[config.mk]
export PLATFORM = sky130hd
export DESIGN_NAME = muldiv_unit
export DESIGN_NICKNAME = d
export VERILOG_FILES = /design/src/rtl/muldiv_unit.sv
export SDC_FILE = /design/constraint.sdc
export NUM_CORES = 1
export LEC_CHECK = 0
export ABC_AREA = 0
export CORE_AREA = 4 4 240 242
export DETAILED_ROUTE_END_ITERATION = 10
export DIE_AREA = 0 0 244 246
export SETUP_SLACK_MARGIN = 0.3
export SYNTH_ARGS = -nofsm -noshare
export SYNTH_HDL_FRONTEND = slang
export SYNTH_SLANG_ARGS = --single-unit
[constraint.sdc]
create_clock -name clock -period 4 [get_ports clock]
set_input_delay 0.6 -clock clock [delete_from_list [all_inputs] [get_ports clock]]
set_output_delay 0.6 -clock clock [all_outputs]
set_load 0.01 [all_outputs]
[src/rtl/muldiv_unit.sv]
// muldiv_unit: iterative signed/unsigned multiply/divide engine owning HI/LO.
// A MULT/DIV runs for WIDTH iterations plus one sign-fixup cycle; busy is
// high while it runs and done pulses when hi/lo are written. A divide by zero
// is reported at once (done + divby0) and leaves hi/lo untouched.
// Ports:
//   clock, reset         clock, synchronous active-high reset
//   start, op            request; op = 00 MULT, 01 MULTU, 10 DIV, 11 DIVU
//   operand_a/operand_b  multiplicand/dividend, multiplier/divisor
//   wr_hi, wr_lo, wdata  MTHI/MTLO writes (honoured only while idle)
//   busy, done, divby0   handshake and divide-by-zero pulse
//   hi, lo               HI/LO registers
module muldiv_unit #(
    parameter int unsigned WIDTH = 32,
    parameter int unsigned CNT_W = $clog2(WIDTH) + 1
) (
    input  logic             clock,
    input  logic             reset,
    input  logic             start,
    input  logic [1:0]       op,
    input  logic [WIDTH-1:0] operand_a,
    input  logic [WIDTH-1:0] operand_b,
    input  logic             wr_hi,
    input  logic             wr_lo,
    input  logic [WIDTH-1:0] wdata,
    output logic             busy,
    output logic             done,
    output logic             divby0,
    output logic [WIDTH-1:0] hi,
    output logic [WIDTH-1:0] lo
);

    localparam int unsigned W2 = 2 * WIDTH;

    typedef enum logic [1:0] {
        S_IDLE = 2'd0,
        S_RUN  = 2'd1,
        S_FIN  = 2'd2
    } state_e;

    state_e            state_q, state_d;
    logic [W2-1:0]     acc_q, acc_d;
    logic [WIDTH-1:0]  b_q, b_d;
    logic [CNT_W-1:0]  cnt_q, cnt_d;
    logic              is_div_q, is_div_d;
    logic              neg_res_q, neg_res_d;
    logic              neg_dvd_q, neg_dvd_d;
    logic [WIDTH-1:0]  hi_q, hi_d;
    logic [WIDTH-1:0]  lo_q, lo_d;
    logic              busy_q, busy_d;
    logic              done_q, done_d;
    logic              divby0_q, divby0_d;

    // Operand magnitudes; unsigned ops (op[0]) pass the raw value through.
    logic [WIDTH-1:0]  mag_a, mag_b;
    assign mag_a = (!op[0] && operand_a[WIDTH-1]) ? -operand_a : operand_a;
    assign mag_b = (!op[0] && operand_b[WIDTH-1]) ? -operand_b : operand_b;

    // Shift-add step: acc = {partial product, remaining multiplier bits}.
    logic [WIDTH:0]    mul_sum;
    logic [W2-1:0]     mul_next;
    assign mul_sum  = {1'b0, acc_q[W2-1:WIDTH]} + (acc_q[0] ? {1'b0, b_q} : '0);
    assign mul_next = {mul_sum, acc_q[WIDTH-1:1]};

    // Restoring divide step: acc = {remainder, dividend/quotient bits}.
    // The trial difference's top bit is the borrow, i.e. remainder < divisor.
    logic [WIDTH:0]    div_top, div_trial;
    logic              div_ge;
    logic [WIDTH-1:0]  div_rem;
    logic [W2-1:0]     div_next;
    assign div_top   = acc_q[W2-1:WIDTH-1];
    assign div_trial = div_top - {1'b0, b_q};
    assign div_ge    = ~div_trial[WIDTH];
    assign div_rem   = div_ge ? div_trial[WIDTH-1:0] : div_top[WIDTH-1:0];
    assign div_next  = {div_rem, acc_q[WIDTH-2:0], div_ge};

    // Signed fix-up values used on the FIN edge.
    logic [W2-1:0]     prod_fix;
    logic [WIDTH-1:0]  quo_fix, rem_fix;
    assign prod_fix = neg_res_q ? -acc_q : acc_q;
    assign quo_fix  = neg_res_q ? -acc_q[WIDTH-1:0] : acc_q[WIDTH-1:0];
    assign rem_fix  = neg_dvd_q ? -acc_q[W2-1:WIDTH] : acc_q[W2-1:WIDTH];

    // Next-state and datapath control.
    always_comb begin
        state_d   = state_q;
        acc_d     = acc_q;
        b_d       = b_q;
        cnt_d     = cnt_q;
        is_div_d  = is_div_q;
        neg_res_d = neg_res_q;
        neg_dvd_d = neg_dvd_q;
        hi_d      = hi_q;
        lo_d      = lo_q;
        done_d    = 1'b0;
        divby0_d  = 1'b0;

        unique case (state_q)
            S_IDLE: begin
                if (wr_hi) hi_d = wdata;
                if (wr_lo) lo_d = wdata;
                if (start) begin
                    if (op[1] && (operand_b == '0)) begin
                        done_d   = 1'b1;
                        divby0_d = 1'b1;
                    end else begin
                        is_div_d  = op[1];
                        neg_res_d = !op[0] && (operand_a[WIDTH-1] ^ operand_b[WIDTH-1]);
                        neg_dvd_d = !op[0] && operand_a[WIDTH-1];
                        acc_d     = {{WIDTH{1'b0}}, mag_a};
                        b_d       = mag_b;
                        cnt_d     = CNT_W'(WIDTH);
                        state_d   = S_RUN;
                    end
                end
            end
            S_RUN: begin
                acc_d = is_div_q ? div_next : mul_next;
                cnt_d = cnt_q - CNT_W'(1);
                if (cnt_q == CNT_W'(1)) state_d = S_FIN;
            end
            S_FIN: begin
                if (is_div_q) begin
                    lo_d = quo_fix;
                    hi_d = rem_fix;
                end else begin
                    hi_d = prod_fix[W2-1:WIDTH];
                    lo_d = prod_fix[WIDTH-1:0];
                end
                done_d  = 1'b1;
                state_d = S_IDLE;
            end
            default: state_d = S_IDLE;
        endcase

        busy_d = (state_d != S_IDLE);
    end

    // State and output registers.
    always_ff @(posedge clock) begin
        if (reset) begin
            state_q   <= S_IDLE;
            acc_q     <= '0;
            b_q       <= '0;
            cnt_q     <= '0;
            is_div_q  <= 1'b0;
            neg_res_q <= 1'b0;
            neg_dvd_q <= 1'b0;
            hi_q      <= '0;
            lo_q      <= '0;
            busy_q    <= 1'b0;
            done_q    <= 1'b0;
            divby0_q  <= 1'b0;
        end else begin
            state_q   <= state_d;
            acc_q     <= acc_d;
            b_q       <= b_d;
            cnt_q     <= cnt_d;
            is_div_q  <= is_div_d;
            neg_res_q <= neg_res_d;
            neg_dvd_q <= neg_dvd_d;
            hi_q      <= hi_d;
            lo_q      <= lo_d;
            busy_q    <= busy_d;
            done_q    <= done_d;
            divby0_q  <= divby0_d;
        end
    end

    assign busy   = busy_q;
    assign done   = done_q;
    assign divby0 = divby0_q;
    assign hi     = hi_q;
    assign lo     = lo_q;

endmodule

==> flow_summary.ini <==
[status]
status = complete, no violations

[timing]
setup_tns_ps = 0
achievable-frequency_mhz = 289
clock_skew_ps = 15.6
setup_viol = 0
slew_viol_final = 0
final.period_utilization_pct = 86.5
tightestPinTransition_ps = 1240
rsz0062_at_grt = false
hold_violations = 0
fin_crit_ps = 3460
relSlewSlack_pct = 17.1

[min_path]
min_path_type = register to register
worstHoldEndpoint = cnt_q[5]
min_path_cells = 1
min_from = cnt_q[5]

[critical_path]
criticalPathCategory = register to register
worst-path-buf-inv = 2
path_depth = 15
startpoint = b_q[0]
start_kind = register
cp_max_fo = 3
cp_cell_sequence = buf_4, and2_1, ha_1, inv_1, fa_1, nand2b_1, a21oi_1, o211ai_1, a21oi_1, o31a_1, a31oi_1, nor2_1, o32a_1, xnor2_1, o221ai_1
critPathTopFamily = compound AO/OA/AOI/OAI gates
reg2reg_from = b_q[0]
cp_common_cell = a21oi_1
crit_slowest_cell = dfxtp_1
worstPathArrival_ps = 3790
critical-path-max-stage-delay_ps = 440
r2r-end = acc_q[59]
worstSetupEndpointType = register
ff2ff_setup_slack_ps = 540
worstPathRequired_ps = 4320
r2r_cells = 15

[yosys]
synth.area.top_cells = dfxtp_1 25%, nor2_1 7.3%, ha_1 6.4%
yosysMostFrequentCell = nor2_1
synth_common_cells = 265 x nor2_1, 174 x dfxtp_1, 172 x a21oi_1, 138 x nand2_1, 102 x a211oi_1
seq_area_frac_synth_pct = 25.4
syn_area_um2 = 13700
yosysWarningCount = 0
synth_top_area_share_pct = 25.4
ys_types = 68
synth_fp_nets = 1985
ys.flop_type = dfxtp_1
syn_inst = 1810
avgSynthCellArea_um2 = 7.56
synth_edf_count = 0
yosysTopAreaCell = dfxtp_1
ys_async_sr_fraction_pct = 0
ys_seq_elements = 174

[finish]
syn2layout_area_growth_pct = 22.9
final_nets = 2098
antennaDiodeCount = 0
drive_above_1_share_pct = 6.61

[floorplan]
die_height_um = 246
rows = 86
core_um2 = 55100
initial_utilization_pct = 24.8
num_io_pins = 170
die_x_um = 244
dieArea_um2 = 60000

[clocking]
clock-sinks = 174
clk_path_buf_depth = 2
cts_buffers = 17
insertion_delay_ps = 470
clkTransAtPathRegs_ps = 70
htreeDepth = 4
clockRootBuffer = clkbuf_16
cts_tree = built

[global_routing]
antenna_found_initial = 0
grt-ovfl-total = 0
gr-usage-all-layers_pct = 15.2
grt_max_degree = 73
first_global_vias = 12800
grt_pass1_wl_um = 73100

[place]
gp_congestion = 0.922
hpwlAfterDp_um = 38000
io_buffers = 169

[route]
drcViolationCount = 0
via_count = 13800
detail-route-antenna-nets = 0
first_pass_iters = 6
wl_per_cell_um = 18.0
viasPerCell = 5.15
drt_iter0_markers = 1149
wirelength_um = 48400

[power_and_ir_drop]
leakagePower_nw = 6.34
power.density_nw_per_um2 = 309
vdd_drop_max_mv = 0.335
power_mw = 5.19

[flow_run]
maxCapViolCount = 0
## cell type report
type / count / area (um2)
repair buffers: 213 / 2110
well taps: 748 / 936
clock inverters: 15 / 146
inverters: 62 / 233
flip-flops and latches: 174 / 3480
multi-input cells: 1455 / 9490
clock buffers: 17 / 425
fillers: 5973 / 38300
## kinds of logic after synthesis
family	count (synthesis)	synth area share [%]
multiplexers	53	3.88
adder cells (fa/ha/maj)	72	6.69
flip-flops	174	25.4
XOR/XNOR	165	10.6
AO/OA/AOI/OAI	578	28.2
AND/OR/NAND/NOR	587	19.4
buffers and inverters	181	5.79
## layout by cell type, fill, tap and decap left out, types with 9 or more instances in the layout
| master | netlist | routed |
|---|---|---|
| nor2_1 | 265 | 264 |
| dfxtp_1 | 174 | 173 |
| a21oi_1 | 172 | 171 |
| clkdlybuf4s50_1 | 0 | 168 |
| nand2_1 | 138 | 138 |
| a211oi_1 | 102 | 100 |
| o21ai_0 | 93 | 93 |
| xnor2_1 | 83 | 83 |
| xor2_1 | 82 | 82 |
| ha_1 | 70 | 70 |
| inv_1 | 62 | 62 |
| mux2i_1 | 53 | 53 |
| buf_4 | 5 | 38 |
| nor3_1 | 35 | 34 |
| a21o_1 | 32 | 32 |
| nand3_1 | 31 | 31 |
| or3_1 | 21 | 21 |
| a211oi_2 | 20 | 21 |
| o211ai_1 | 20 | 20 |
| a22oi_1 | 19 | 19 |
| nand2b_1 | 18 | 18 |
| a31oi_1 | 18 | 18 |
| clkbuf_16 | 0 | 18 |
| o31ai_1 | 17 | 17 |
| a311oi_1 | 13 | 13 |
| nand4_1 | 13 | 13 |
| and3_1 | 10 | 10 |
| o41ai_1 | 10 | 10 |
| or4_1 | 9 | 9 |
| nor4_1 | 9 | 9 |
## how the worst max path moves through the flow
stage,endpoint,slack [ps]
2_1_floorplan,acc_q[59],750
3_3_place_gp,cnt_q[3],250
3_5_place_dp,cnt_q[3],150
4_1_cts,acc_q[42],400
5_1_grt,cnt_q[3],330
6_report,acc_q[59],540
## metal layers
layer  vias up  track usage [%]  wire length [um]
met1      6521             22.2             23700
met2       481             23.3             20800
met5         -                0                 0
met3        51             2.73              3140
li1       6772                -                 -
met4         0             3.54               806
## metrics by stage
step           instance area, um2  instances  hold slack (ps)  setup WS [ps]  util, %
2_1_floorplan               13700       1810              432            755        -
3_3_place_gp                16200       2650              445            254     29.4
3_5_place_dp                16200       2650              457            151     29.4
4_1_cts                     16800       2682              467            396     30.4
5_1_grt                     16800       2684              485            327     30.5
6_report                    16800       2684              465            538     30.5
## registers in the layout, summed over array words and instances, names as in the netlist
register   count
lo            32
state_q        2
acc_q         64
divby0         1
b_q           32
neg_res_q      1
hi            32
neg_dvd_q      1
cnt_q          6
is_div_q       1
busy           1
done           1
## what timing repair did
item	in CTS	in global routing
pin swaps	0	1
gates cloned	0	1
buffers inserted	0	1
hold buffers	0	0
gates resized for setup	1	3
endpoints found under the setup margin	3	10
## worst reg2reg max path, cell delays in order, from the launching register on
cell and delay [ps]:
dfxtp_1 440, buf_4 190, and2_1 120, ha_1 190
inv_1 60, fa_1 370, nand2b_1 200, a21oi_1 330
o211ai_1 200, a21oi_1 240, o31a_1 240, a31oi_1 140
nor2_1 160, o32a_1 200, xnor2_1 120, o221ai_1 120
## report_power, final
| part | leakage (nW) | switching, mW | internal [mW] |
|---|---|---|---|
| clock | 0.275 | 0.853 | 0.827 |
| combinational | 4.64 | 0.870 | 0.637 |
| sequential | 1.43 | 0.144 | 1.86 |
| total | 6.34 | 1.87 | 3.33 |
(Power assumes the default switching activity.)
